$ cat config.mk
export PLATFORM = sky130hd
export DESIGN_NAME = mult_s4_sched
export DESIGN_NICKNAME = d
export VERILOG_FILES = /design/src/rtl/mult_s4_sched_pkg.sv /design/src/rtl/mult_s4_sched_multu4.sv /design/src/rtl/mult_s4_sched.sv
export SDC_FILE = /design/constraint.sdc
export NUM_CORES = 1
export LEC_CHECK = 0
export CAP_MARGIN = 20
export CORE_ASPECT_RATIO = 0.7
export CORE_MARGIN = 3
export CORE_UTILIZATION = 55
export DETAILED_ROUTE_END_ITERATION = 8
export PLACE_DENSITY_LB_ADDON = 0.12
export SETUP_SLACK_MARGIN = 0.05
export SYNTH_ARGS = -nofsm -noshare
export SYNTH_HDL_FRONTEND = slang
export SYNTH_HIERARCHICAL = 1
export SYNTH_SLANG_ARGS = --single-unit
export TNS_END_PERCENT = 20
$ cat constraint.sdc
create_clock -name clk -period 11.89 [get_ports clk]
set_input_delay 2.9725 -clock clk [delete_from_list [all_inputs] [get_ports clk]]
set_output_delay 2.9725 -clock clk [all_outputs]
set_load 0.1 [all_outputs]
$ cat src/rtl/mult_s4_sched_pkg.sv
// Shared definitions for the signed 4x4 multiply scheduler: operand and
// product widths, sequencer state encoding and the magnitude helper.
package mult_s4_sched_pkg;

    localparam int OPW   = 4;
    localparam int PRODW = 8;

    typedef enum logic [1:0] {
        IDLE = 2'd0,
        MUL  = 2'd1,
        FIX  = 2'd2,
        RESP = 2'd3
    } state_t;

    // Two's-complement magnitude; -8 maps to 4'b1000, which is read as +8
    // by the unsigned multiplier.
    function automatic logic [OPW-1:0] absVal(input logic [OPW-1:0] v);
        return v[OPW-1] ? (~v + 4'd1) : v;
    endfunction

endpackage

$ cat src/rtl/mult_s4_sched_multu4.sv
// The existing shared combinational 4x4 unsigned multiplier.
module MultU4Bits
    import mult_s4_sched_pkg::*;
(
    input  logic [OPW-1:0]   i_a,
    input  logic [OPW-1:0]   i_b,
    output logic [PRODW-1:0] o_p
);

    assign o_p = {4'b0000, i_a} * {4'b0000, i_b};

endmodule

$ cat src/rtl/mult_s4_sched.sv
// Two-requester scheduler producing signed 4x4 -> 8-bit products on one
// shared unsigned multiplier: arbitrate, take magnitudes, multiply, fix the
// sign, then hold the result until the consumer takes it.
module mult_s4_sched
    import mult_s4_sched_pkg::*;
#(
    parameter int RR_INIT     = 0,
    parameter int ZERO_BYPASS = 1
) (
    input  logic             clk,
    input  logic             rst_n,
    input  logic [1:0]       req_valid,
    output logic [1:0]       req_ready,
    input  logic [OPW-1:0]   req_x0,
    input  logic [OPW-1:0]   req_y0,
    input  logic [OPW-1:0]   req_x1,
    input  logic [OPW-1:0]   req_y1,
    output logic             resp_valid,
    input  logic             resp_ready,
    output logic             resp_id,
    output logic [PRODW-1:0] resp_prod,
    output logic             busy,
    output logic [7:0]       op_count
);

    state_t           r_state;
    logic             r_rr;
    logic             r_id;
    logic             r_sign;
    logic [OPW-1:0]   r_mx;
    logic [OPW-1:0]   r_my;
    logic [PRODW-1:0] r_p;
    logic [PRODW-1:0] r_prod;
    logic             r_valid;
    logic [7:0]       r_count;

    logic             w_grant;
    logic             w_accept;
    logic [OPW-1:0]   w_selX;
    logic [OPW-1:0]   w_selY;
    logic             w_zero;
    logic [OPW-1:0]   w_multA;
    logic [OPW-1:0]   w_multB;
    logic [PRODW-1:0] w_multP;

    // Arbitration, operand selection and gating of the shared multiplier inputs.
    always_comb begin
        w_grant = 1'b0;
        case (req_valid)
            2'b01:   w_grant = 1'b0;
            2'b10:   w_grant = 1'b1;
            2'b11:   w_grant = r_rr;
            default: w_grant = 1'b0;
        endcase
        w_accept  = (r_state == IDLE) && (req_valid != 2'b00);
        req_ready = 2'b00;
        if (w_accept) begin
            req_ready = w_grant ? 2'b10 : 2'b01;
        end
        w_selX  = w_grant ? req_x1 : req_x0;
        w_selY  = w_grant ? req_y1 : req_y0;
        w_zero  = (ZERO_BYPASS != 0) && ((w_selX == '0) || (w_selY == '0));
        w_multA = (r_state == MUL) ? r_mx : '0;
        w_multB = (r_state == MUL) ? r_my : '0;
    end

    MultU4Bits u_mult (
        .i_a (w_multA),
        .i_b (w_multB),
        .o_p (w_multP)
    );

    // Sequencer: latches the granted operation, steps it through MUL and FIX
    // and holds the response until the handshake.
    always_ff @(posedge clk or negedge rst_n) begin
        if (!rst_n) begin
            r_state <= IDLE;
            r_rr    <= RR_INIT[0];
            r_id    <= 1'b0;
            r_sign  <= 1'b0;
            r_mx    <= '0;
            r_my    <= '0;
            r_p     <= '0;
            r_prod  <= '0;
            r_valid <= 1'b0;
            r_count <= 8'd0;
        end else begin
            case (r_state)
                IDLE: begin
                    if (w_accept) begin
                        r_id   <= w_grant;
                        r_sign <= w_selX[OPW-1] ^ w_selY[OPW-1];
                        r_mx   <= absVal(w_selX);
                        r_my   <= absVal(w_selY);
                        r_rr   <= ~w_grant;
                        if (w_zero) begin
                            r_prod  <= '0;
                            r_valid <= 1'b1;
                            r_state <= RESP;
                        end else begin
                            r_state <= MUL;
                        end
                    end
                end
                MUL: begin
                    r_p     <= w_multP;
                    r_state <= FIX;
                end
                FIX: begin
                    r_prod  <= r_sign ? (~r_p + 8'd1) : r_p;
                    r_valid <= 1'b1;
                    r_state <= RESP;
                end
                RESP: begin
                    if (resp_ready) begin
                        r_valid <= 1'b0;
                        r_count <= r_count + 8'd1;
                        r_state <= IDLE;
                    end
                end
                default: r_state <= IDLE;
            endcase
        end
    end

    assign resp_valid = r_valid;
    assign resp_id    = r_id;
    assign resp_prod  = r_prod;
    assign busy       = (r_state != IDLE);
    assign op_count   = r_count;

endmodule

After elaboration in Yosys (flattened, before gate mapping)

Cells that the tools add are included.

Bitwise logic cells: 5
Mux-type cells: 21
Reductions and logical operators: 14
$mul: 1
Add/subtract/negate cells: 4
Eq/ne operators: 8

Operators with widths:

| kind                                                             | count |
|---|---|
| 4-bit 2-to-1 mux                                                 | 6 |
| 8-bit 2-to-1 mux                                                 | 3 |
| 8-bit by 1-bit adder with 8-bit output (second input constant)   | 2 |
| 8-bit one-hot mux with 2 select lines                            | 1 |
| 2-bit 2-to-1 mux                                                 | 5 |
| 4-bit by 1-bit adder with 4-bit output (second input constant)   | 2 |
| 2-bit == test (second input constant)                            | 4 |
| 4-bit logical NOT                                                | 2 |
| 4-bit by 4-bit multiplier with 8-bit output                      | 1 |
| 4-bit inverter                                                   | 2 |
| 8-bit inverter                                                   | 1 |
| 2-bit one-hot mux with 4 select lines                            | 1 |
| 2-bit inequality test (second input constant)                    | 3 |
| 2-bit AND reduction                                              | 3 |
| 2-bit nonzero test                                               | 3 |
| 4-bit AND reduction                                              | 1 |
| 1-bit 2-to-1 mux                                                 | 3 |
| 1-bit one-hot mux with 3 select lines                            | 1 |
| 3-bit AND reduction                                              | 1 |
| 3-bit nonzero test                                               | 1 |
| 2-bit by 1-bit == test with 1-bit output (second input constant) | 1 |
| 2-bit logical NOT                                                | 1 |
| 1-bit one-hot mux with 2 select lines                            | 1 |
| 1-bit logical AND                                                | 1 |
| 3 further kinds                                                  | 3 |

Word-level logic and storage cells: 63
Bits of input ports: 21
Flip-flop bits (word level): 38
Output and inout port bits: 21

Logic depth before layout (Yosys ltp)

Gate-level depths: netlist of the first run.

Depth after elaboration: 8
Mapped depth: 14
Mapped depth without buffers: 12

Cells and area by module

Netlist of the first run, hierarchy kept.

By module, submodules not included:

| module        | times used | area each (um2) | sequential area each (um2) | cells an instance |
|---|---|---|---|---|
| mult_s4_sched | 1          | 2098.3          | 950.9                      | 195 |
| MultU4Bits    | 1          | 447.9           | 0.0                        | 51 |

Least setup slack after synthesis of the first run

OpenSTA, ideal clock, no wires.

Path type: input-to-output
Start: input req_valid[0]
End: output req_ready[0]
Setup slack: 4.164 ns
Required time: 8.917 ns
Buffers on the path: 1
Arrival: 4.754 ns
Stages: 4
Path through: inv_1 o21ai_2 buf_6 nor2b_1

Word-level cells in the longest chain between the ends: 4
Elaborated cells on any way between the ends: 7
Classes of those cells: 2 x eq/ne; 3 x mux; 2 x reduce/logical

RTL lines:

| item                                  | RTL line            | text |
|---|---|---|
| start: declaration                    | mult_s4_sched.sv:12 | `input logic [1:0] req_valid,` |
| 2-bit == test                         | mult_s4_sched.sv:49 | `case (req_valid)` |
| 1-bit one-hot mux with 2 select lines | mult_s4_sched.sv:49 |  |
| 2-bit 2-to-1 mux                      | mult_s4_sched.sv:58 | `req_ready = w_grant ? 2'b10 : 2'b01;` |
| 2-bit 2-to-1 mux (*)                  | mult_s4_sched.sv:57 | `if (w_accept) begin` |
| end: declaration                      | mult_s4_sched.sv:13 | `output logic [1:0] req_ready,` |

Mark *: on every way between the ends. The rest lies on a longest branch, timed or not.

Worst setup path in the final report of the first run

Same ends and word-level chain as after synthesis.

==> results of run 1 <==
==> tightest hold or removal path, stage by stage, from the launching register on <==
cell and delay (ns):
dfrtp_1 0.34, nand2_1 0.05, o31ai_1 0.05
==> routing by layer <==
layer	global-route usage (%)	wire length (µm)
met1	28.4	2490
met2	30.5	2050
met3	4.61	174
met4	6.32	53
met5	0	0
==> state kept, by name, indices dropped and copies added, names as in the netlist, 2 cells and up <==
| name | cells |
|---|---|
| r_my | 4 |
| resp_prod | 8 |
| r_p | 8 |
| r_state | 2 |
| op_count | 8 |
| r_mx | 4 |
==> logic make-up after synthesis <==
group                      after synthesis  share of synthesized area, %
AOI/OAI and AO/OA                       45                          13.5
xor gates and xnor gates                17                          5.85
adders and majority gates               26                          14.0
buffers and inverters                   23                          3.73
DFF                                     38                          37.3
muxes                                   24                          10.5
and+or+nand+nor                         73                          15.1
==> power breakdown <==
group | switching (mW) | leakage (nW) | internal [mW]
clock network | 0.0463 | 0.0472 | 0.0466
logic | 0.262 | 0.940 | 0.123
registers | 0.0336 | 0.500 | 0.167
total | 0.342 | 1.49 | 0.337
==> layout make-up <==
type,instances,share of cell area (%)
Multi-Input combinational cell,185,48.6
Sequential cell,38,30.8
Timing Repair Buffer,42,13.4
Clock buffer,6,2.67
Tap cell,55,2.23
Inverter,16,1.94
Clock inverter,2,0.405
==> cells in the final DEF, fill, tap and decap left out, types with 7 or more instances in the layout <==
cell type / n
mux2_2: 8
o21ai_0: 7
nor2_1: 15
and2_1: 24
clkdlybuf4s50_1: 40
mux2i_1: 9
xor2_1: 7
xnor2_1: 10
ha_1: 22
inv_1: 15
nand2_1: 18
dfrtp_1: 38
==> per-stage QoR <==
stage	hold slack, ns	util [%]	total power, mW
floorplan	0.441	-	0.501
global placement	0.457	68.0	0.582
detailed placement	0.465	68.0	0.590
CTS	0.481	70.1	0.685
global route	0.497	70.1	0.724
finish	0.478	70.1	0.679
==> final timing paths <==
path,cells after the start,end,from
max in group asynchronous,1,r_my[0],rst_n
min in group asynchronous,1,resp_prod[4],rst_n
min,2,r_mx[2],r_mx[2]
min reg2reg,2,r_mx[2],r_mx[2]
max reg2reg,12,r_p[6],r_state[1]
max,5,req_ready[0],req_valid[0]
==> results.ini, run 1 <==
[synthesis]
yosys-top-cells-area=dfrtp_1 37%, ha_1 11%, and2_1 5.9%, mux2i_1 3.5%, mux2_2 3.5%
synth_warnings=6
yosysTopAreaCell=dfrtp_1
synth_edf_count=0
ys_types=46
synth_area_per_cell_um2=10.4
syn_area_um2=2550
synthCells=246
syn-num-nets=293
yosysMostFrequentCell=dfrtp_1
seq_area_frac_synth_pct=37.3
synth-async-reset-ratio_pct=100
synth-seq-cells=38
synth-main-ff-cell=dfrtp_1
yosys-top-cells-count=38 x dfrtp_1, 24 x and2_1, 22 x ha_1
synth_top_area_share_pct=37.3

[cts]
cts_tree=done
htreeDepth=2
clkSlewWorstSetupHoldPaths_ns=0.07
cts_root_buf=clkbuf_8
cts.path.max_buffers=2
postCtsSetupRepairBufs=0
cts_sinks=38
cts.hold.buffers_added=0
cts_made_buffers=5
clock_latency_ns=0.29
cts_resized=0

[finish]
fin_area_um2=3090
seqCellArea_um2=951
instances_no_fill=344
areaGrowthSynthToFinish_pct=21.3
final_layout_size_suffix_gt1_share_pct=9.69
fill_cells=358
diodes=0
nets=335
multi_input_area_um2=1500

[setup_path]
cpMostUsedCell=clkdlybuf4s50_1
path_cells=clkdlybuf4s50_1, inv_1, o21ai_2, nor2b_1, clkdlybuf4s50_1
worstPathArrival_ns=5.54
crit_buf_inv=3
worstSetupEndpointType=output port
crit_slowest_cell=clkdlybuf4s50_1
startpoint_type=input port
crit_type=input port to output port
cp.required_ns=8.92
slowest_delay_ns=1.16
cp_top_family=buffers and inverters
regToRegSetupSlack_ns=7.98
path_max_fanout=11

[placed_design]
pre_cts_ws_ns=3.37
dpl_cell_area_um2=2990
place_inst=336
gp_congestion=0.785
port_buffers=41
dpl.hpwl_um=3810

[drt]
vias=1841
drt_iter0_drc=65
post_drt_wl_per_cell_um=13.9
final_antenna_net_count=0
routed_wl_um=4770
viasPerCell=5.35
drc_errors=0
drtPass1Iterations=4

[hold_path]
hold_class=flip-flop to flip-flop

[pwr]
powerDensity_nw_per_um2=220
leakagePower_nw=1.49
ir_drop_mv=0.244

[timing]
clock.fmax_mhz=117
min_period_ns=8.52
rsz0062_at_grt=false
worst_pin_slew_ns=0.989
period_share_pct=71.6
finalSetupViolCount=0
maxSlewViolCount=0
finalSetupTns_ns=0
finalHoldViolCount=0
fin_ws_ns=3.37
slew_headroom_pct=33.9
fin_skew_ns=0.00620

[global_route]
grt_max_degree=39
overflow=0
grtUsageTotal_pct=20.1
antenna_found_initial=0
grt_pass1_wl_um=8710
grt_pass1_vias=1899

[flow_run]
maxCapViolations=0

[outcome]
outcome=finished clean

[die]
rows=20
coreArea_um2=4400
ios=42
initial_core_util_pct=57.8
die_height_um=62.9
die_area_um2=5490
die_w_um=87.3

No activity file was read; power rests on OpenSTA's default activity.
==> run 2: changes to the inputs <==
--- a/config.mk
+++ b/config.mk
@@ -8,7 +8,7 @@
 export CAP_MARGIN = 20
 export CORE_ASPECT_RATIO = 0.7
 export CORE_MARGIN = 3
-export CORE_UTILIZATION = 55
+export CORE_UTILIZATION = 54
 export DETAILED_ROUTE_END_ITERATION = 8
 export PLACE_DENSITY_LB_ADDON = 0.12
 export SETUP_SLACK_MARGIN = 0.05
==> constraint.sdc (replaced) <==
create_clock -name clk -period 8.6 [get_ports clk]
set_input_delay 2.15 -clock clk [delete_from_list [all_inputs] [get_ports clk]]
set_output_delay 2.15 -clock clk [all_outputs]
set_load 0.1 [all_outputs]
==> run 2 against run 1 <==
Net effect: setup slack worse by 1.6 ns; register-to-register slack got worse by 3.3 ns; cell count did not move; clock-buffer cell count grew 1; hold slack lost 0.0090 ns; critical path depth is the same; non-clock buffer count did not move; wire length about the same; clock power rose by 36%; critical path type unchanged; largest power group unchanged; highest routed layer unchanged.
==> results.ini, run 2 (synthesis gave the netlist of run 1 again) <==
[cts]
cts.hold.buffers_added=0  ; unchanged
cts.path.max_buffers=2  ; unchanged
cts_root_buf=clkbuf_8  ; unchanged
htreeDepth=2  ; unchanged
cts_sinks=38  ; unchanged
cts_resized=0  ; unchanged
cts_made_buffers=5  ; unchanged
cts_tree=done  ; unchanged
clock_latency_ns=0.29  ; about the same
postCtsSetupRepairBufs=0  ; unchanged
clkSlewWorstSetupHoldPaths_ns=0.07  ; about the same

[global_route]
antenna_found_initial=0  ; unchanged
overflow=0  ; unchanged
grt_pass1_vias=1865  ; was 1899
grt_pass1_wl_um=8580  ; was 8710 µm
use_met1_pct=27.9  ; was 28.4%
busiest_layer=met2  ; unchanged
grtUsageTotal_pct=19.6  ; was 20.1%
met3_usage_pct=5.23  ; was 4.61%
grt_max_degree=39  ; unchanged
use_met2_pct=29.0  ; was 30.5%

[finish]
fin_area_um2=3080  ; was 3090 µm²
final_cell_mix=40 x clkdlybuf4s50_1, 38 x dfrtp_1, 24 x and2_1, 22 x ha_1, 18 x nand2_1  ; unchanged
layout_commonest_cell=clkdlybuf4s50_1  ; unchanged
nets=335  ; unchanged
fin_util_pct=69.6  ; was 70.1%
final_layout_size_suffix_gt1_share_pct=9.34  ; was 9.69%
instances_no_fill=344  ; unchanged
areaGrowthSynthToFinish_pct=21.1  ; was 21.3%
diodes=0  ; unchanged

[pwr]
p_sw_share_pct=50.3  ; was 50.4%
internal-power_mw=0.465  ; was 0.337 mW
pwr-share-comb_pct=56.9  ; was 56.7%
ir_drop_mv=0.346  ; was 0.244 mV
powerDensity_nw_per_um2=303  ; was 220 nW/µm²
p_sw_mw=0.470  ; was 0.342 mW
leakagePower_nw=1.49  ; about the same
seq_power_share_pct=29.6  ; about the same
clockPowerShare_pct=13.5  ; was 13.7%

[timing]
maxSlewViolCount=0  ; unchanged
clock.fmax_mhz=146
finalSetupViolCount=0  ; unchanged
whs_ns=0.469  ; was 0.478 ns
finalSetupTns_ns=0  ; unchanged
rsz0062_at_grt=false  ; unchanged
period_share_pct=79.7
fin_skew_ns=0.00549  ; was 0.00620 ns
min_period_ns=6.85
finalHoldViolCount=0  ; unchanged
worst_pin_slew_ns=0.987  ; was 0.989 ns
slew_headroom_pct=34.0  ; was 33.9%

[die]
rows=20  ; unchanged
die_area_um2=5590  ; was 5490 µm²
initial_core_util_pct=57.5  ; was 57.8%
die_height_um=63.5  ; was 62.9 µm
coreArea_um2=4430  ; was 4400 µm²
die_w_um=88.1  ; was 87.3 µm
ios=42  ; unchanged

[drt]
drt_iter0_drc=70  ; was 65
viasPerCell=5.41  ; was 5.35
routed_wl_um=4770  ; about the same
post_drt_wl_per_cell_um=13.9  ; about the same
drc_errors=0  ; unchanged
drtPass1Iterations=4  ; unchanged
final_antenna_net_count=0  ; unchanged
vias=1861  ; was 1841

[setup_path]
regToRegSetupSlack_ns=4.72  ; was 7.98 ns
startpoint_type=input port  ; unchanged
crit_start=req_valid[0]  ; unchanged
worstPathArrival_ns=4.70  ; was 5.54 ns
worstSetupEndpointType=output port  ; unchanged
cp.required_ns=6.45  ; was 8.92 ns
r2r_cells=12  ; unchanged
crit_type=input port to output port  ; unchanged
crit_path_end=req_ready[0]  ; unchanged
rr_startpoint=r_state[1]  ; unchanged
r2r-end=r_p[6]  ; unchanged
path_max_fanout=11  ; unchanged

[hold_path]
hold_class=flip-flop to flip-flop  ; unchanged

[placed_design]
place_inst=336  ; unchanged
dpl.hpwl_um=3760  ; was 3810 µm
port_buffers=41  ; unchanged
dpl_cell_area_um2=2990  ; unchanged
gp_congestion=0.814  ; was 0.785

[outcome]
outcome=finished clean  ; unchanged

[flow_run]
maxCapViolations=0  ; unchanged

## run 2: changes by cell type in the layout (fill, tap and decap cells not counted)
cell and change:
clkbuf_1 +1, clkinvlp_4 -1
## run 2: area by class of cell
type / instances / area [µm²]
fillers: 358 / 1350
clock buffers: 7 / 86.3
inverters: 16 / 60.1
multi-input cells: 185 / 1500
clock inverters: 1 / 5.00
repair buffers: 42 / 413
flip-flops and latches: 38 / 951
well taps: 55 / 68.8
## run 2: metal layers
metal	wire [µm]	share of wire, %
met5	0	0
met2	1980	42
met1	2480	52
met3	220	4.6
met4	83	1.7
## run 2: through the flow
stage	total power, mW	setup WS, ns
after floorplan	0.692	2.52
after global placement	0.803	1.75
after detailed placement	0.814	1.73
after CTS	0.943	1.72
after global routing	0.997	1.61
final	0.935	1.75
## run 2: power groups by stage
stage | Combinational, mW | Sequential (mW) | Clock [mW]
4_1_cts | 0.536 | 0.277 | 0.130
2_1_floorplan | 0.268 | 0.424 | 0
6_report | 0.533 | 0.277 | 0.126
5_1_grt | 0.571 | 0.286 | 0.140
3_5_place_dp | 0.533 | 0.280 | 0
3_3_place_gp | 0.525 | 0.279 | 0
## run 2: critical path, cell delays in order
cell and delay (ns):
clkdlybuf4s50_1 0.50, inv_1 0.06, o21ai_2 0.56, nor2b_1 0.26
clkdlybuf4s50_1 1.17
## run 2: how the worst min path moves through the flow
stage                            from           to  slack (ns)  cells past startpoint
after global routing          resp_id      resp_id        0.51                      1
final                     op_count[7]  op_count[7]        0.47                      1
after floorplan               r_mx[2]      r_mx[2]        0.44                      2
after global placement        r_my[2]      r_my[2]        0.46                      2
after CTS                 op_count[7]  op_count[7]        0.48                      1
after detailed placement      r_my[0]      r_my[0]        0.46                      2
==> run 3: changes to the inputs <==
==> constraint.sdc (replaced) <==
create_clock -name clk -period 7.15 [get_ports clk]
set_input_delay 1.7875 -clock clk [delete_from_list [all_inputs] [get_ports clk]]
set_output_delay 1.7875 -clock clk [all_outputs]
set_load 0.1 [all_outputs]
==> run 3 against run 2 <==
Net effect: cell area up 0.73%; core utilization up 0.51 points; total power up 23%; critical endpoint is now req_ready[1]; global-route usage down 0.41 points; wire length down 3.6%; clock power up 42%; combinational power up 19%; highest routed layer unchanged.
==> results.ini, run 3 (synthesis gave the netlist of run 1 again) <==
[finish]
nets=336  ; was 335
fin_area_um2=3110  ; was 3080 µm²
final_layout_size_suffix_gt1_share_pct=10.3  ; was 9.34%
layout_commonest_cell=clkdlybuf4s50_1  ; unchanged
final_cell_mix=39 x clkdlybuf4s50_1, 38 x dfrtp_1, 24 x and2_1, 22 x ha_1, 18 x nand2_1  ; was 40 x clkdlybuf4s50_1, 38 x dfrtp_1, 24 x and2_1, 22 x ha_1, 18 x nand2_1
diodes=0  ; unchanged
areaGrowthSynthToFinish_pct=22.0  ; was 21.1%
fin_util_pct=70.1  ; was 69.6%

[cts]
htreeDepth=2  ; unchanged
cts.path.max_buffers=2  ; unchanged
postCtsSetupRepairBufs=0  ; unchanged
clkSlewWorstSetupHoldPaths_ns=0.08  ; was 0.07 ns
cts.hold.buffers_added=0  ; unchanged
cts_tree=done  ; unchanged
cts_resized=0  ; unchanged
cts_made_buffers=5  ; unchanged
cts_sinks=38  ; unchanged
clock_latency_ns=0.29  ; about the same
cts_root_buf=clkbuf_8  ; unchanged

[hold_path]
min_to=op_count[7]  ; unchanged
hold_class=flip-flop to flip-flop  ; unchanged
holdPathStages=1  ; unchanged
min_from=op_count[7]  ; unchanged

[timing]
clock.fmax_mhz=177
whs_ns=0.470  ; was 0.469 ns
fin_skew_ns=0.00815  ; was 0.00549 ns
finalSetupTns_ns=0  ; unchanged
finalSetupViolCount=0  ; unchanged
slew_headroom_pct=34.5  ; was 34.0%
worst_pin_slew_ns=0.980  ; was 0.987 ns
rsz0062_at_grt=false  ; unchanged
maxSlewViolCount=0  ; unchanged
finalHoldViolCount=0  ; unchanged
min_period_ns=5.65
period_share_pct=79.0

[drt]
final_antenna_net_count=0  ; unchanged
post_drt_wl_per_cell_um=13.3  ; was 13.9 µm
viasPerCell=5.34  ; was 5.41
routed_wl_um=4600  ; was 4770 µm
drtPass1Iterations=4  ; unchanged
vias=1842  ; was 1861
drt_iter0_drc=49  ; was 70
drc_errors=0  ; unchanged

[die]
die_area_um2=5590  ; unchanged
coreArea_um2=4430  ; unchanged
rows=20  ; unchanged
ios=42  ; unchanged
die_w_um=88.1  ; unchanged
die_height_um=63.5  ; unchanged
initial_core_util_pct=57.5  ; unchanged

[setup_path]
crit_type=input port to output port  ; unchanged
regToRegSetupSlack_ns=3.27  ; was 4.72 ns
path_cells=clkdlybuf4s50_1, inv_1, o21ai_2, buf_4, nor2_1, clkdlybuf4s50_1  ; was clkdlybuf4s50_1, inv_1, o21ai_2, nor2b_1, clkdlybuf4s50_1
rr_startpoint=r_state[1]  ; unchanged
slowest_delay_ns=1.15  ; was 1.17 ns
cpMostUsedCell=clkdlybuf4s50_1  ; unchanged
cp.required_ns=5.36  ; was 6.45 ns
path_max_fanout=11  ; unchanged
r2r_cells=12  ; unchanged
worstPathArrival_ns=3.86  ; was 4.70 ns
startpoint_type=input port  ; unchanged
r2r-end=r_p[6]  ; unchanged
worstSetupEndpointType=output port  ; unchanged
crit_buf_inv=4  ; was 3
crit_slowest_cell=clkdlybuf4s50_1  ; unchanged
cp_top_family=buffers and inverters  ; unchanged

[global_route]
use_met2_pct=28.4  ; was 29.0%
antenna_found_initial=0  ; unchanged
use_met1_pct=28.0  ; was 27.9%
overflow=0  ; unchanged
grtUsageTotal_pct=19.2  ; was 19.6%
grt_pass1_vias=1870  ; was 1865
grt_max_degree=39  ; unchanged
grt_pass1_wl_um=8420  ; was 8580 µm
met3_usage_pct=4.18  ; was 5.23%
busiest_layer=met2  ; unchanged

[pwr]
powerDensity_nw_per_um2=369  ; was 303 nW/µm²
total_power_mw=1.15  ; was 0.935 mW
ir_drop_mv=0.430  ; was 0.346 mV
leakagePower_nw=1.50  ; was 1.49 nW

[placed_design]
gp_congestion=0.820  ; was 0.814
dpl_cell_area_um2=3000  ; was 2990 µm²
port_buffers=41  ; unchanged
dpl.hpwl_um=3680  ; was 3760 µm

[flow_run]
maxCapViolations=0  ; unchanged

[outcome]
outcome=finished clean  ; unchanged

## run 3: area by class of cell
cell class	instances	area [µm²]
tap	55	68.8
multi-input combinational	185	1500
inverter	16	60.1
sequential	38	951
fill	353	1320
timing repair buffer	43	418
clock inverter	3	40.0
clock buffer	5	68.8
## run 3: how the worst max path moves through the flow
stage,start,to,slack (ns),depth (start not counted)
finish,req_valid[0],req_ready[1],1.50,6
detailed placement,req_valid[0],req_ready[1],1.50,6
global placement,req_valid[1],req_ready[1],1.52,5
floorplan,req_valid[0],req_ready[0],1.79,4
CTS,req_valid[0],req_ready[1],1.49,6
global route,req_valid[0],req_ready[1],1.43,6
## run 3: layer usage
metal,vias to the layer above,part of all wire (%)
met5,-,0
met3,7,3.9
li1,943,-
met1,857,53
met2,35,41
met4,0,1.4
## run 3: power breakdown
part	internal (mW)	switching, mW	total (mW)
registers	0.278	0.0548	0.333
clock network	0.103	0.0761	0.179
logic	0.204	0.432	0.635
total	0.585	0.563	1.15
## run 3: metrics by stage
| step | instances | setup slack [ns] |
|---|---|---|
| 2_1_floorplan | 246 | 1.79 |
| 6_report | 345 | 1.50 |
| 3_3_place_gp | 337 | 1.52 |
| 5_1_grt | 345 | 1.43 |
| 4_1_cts | 345 | 1.49 |
| 3_5_place_dp | 337 | 1.50 |
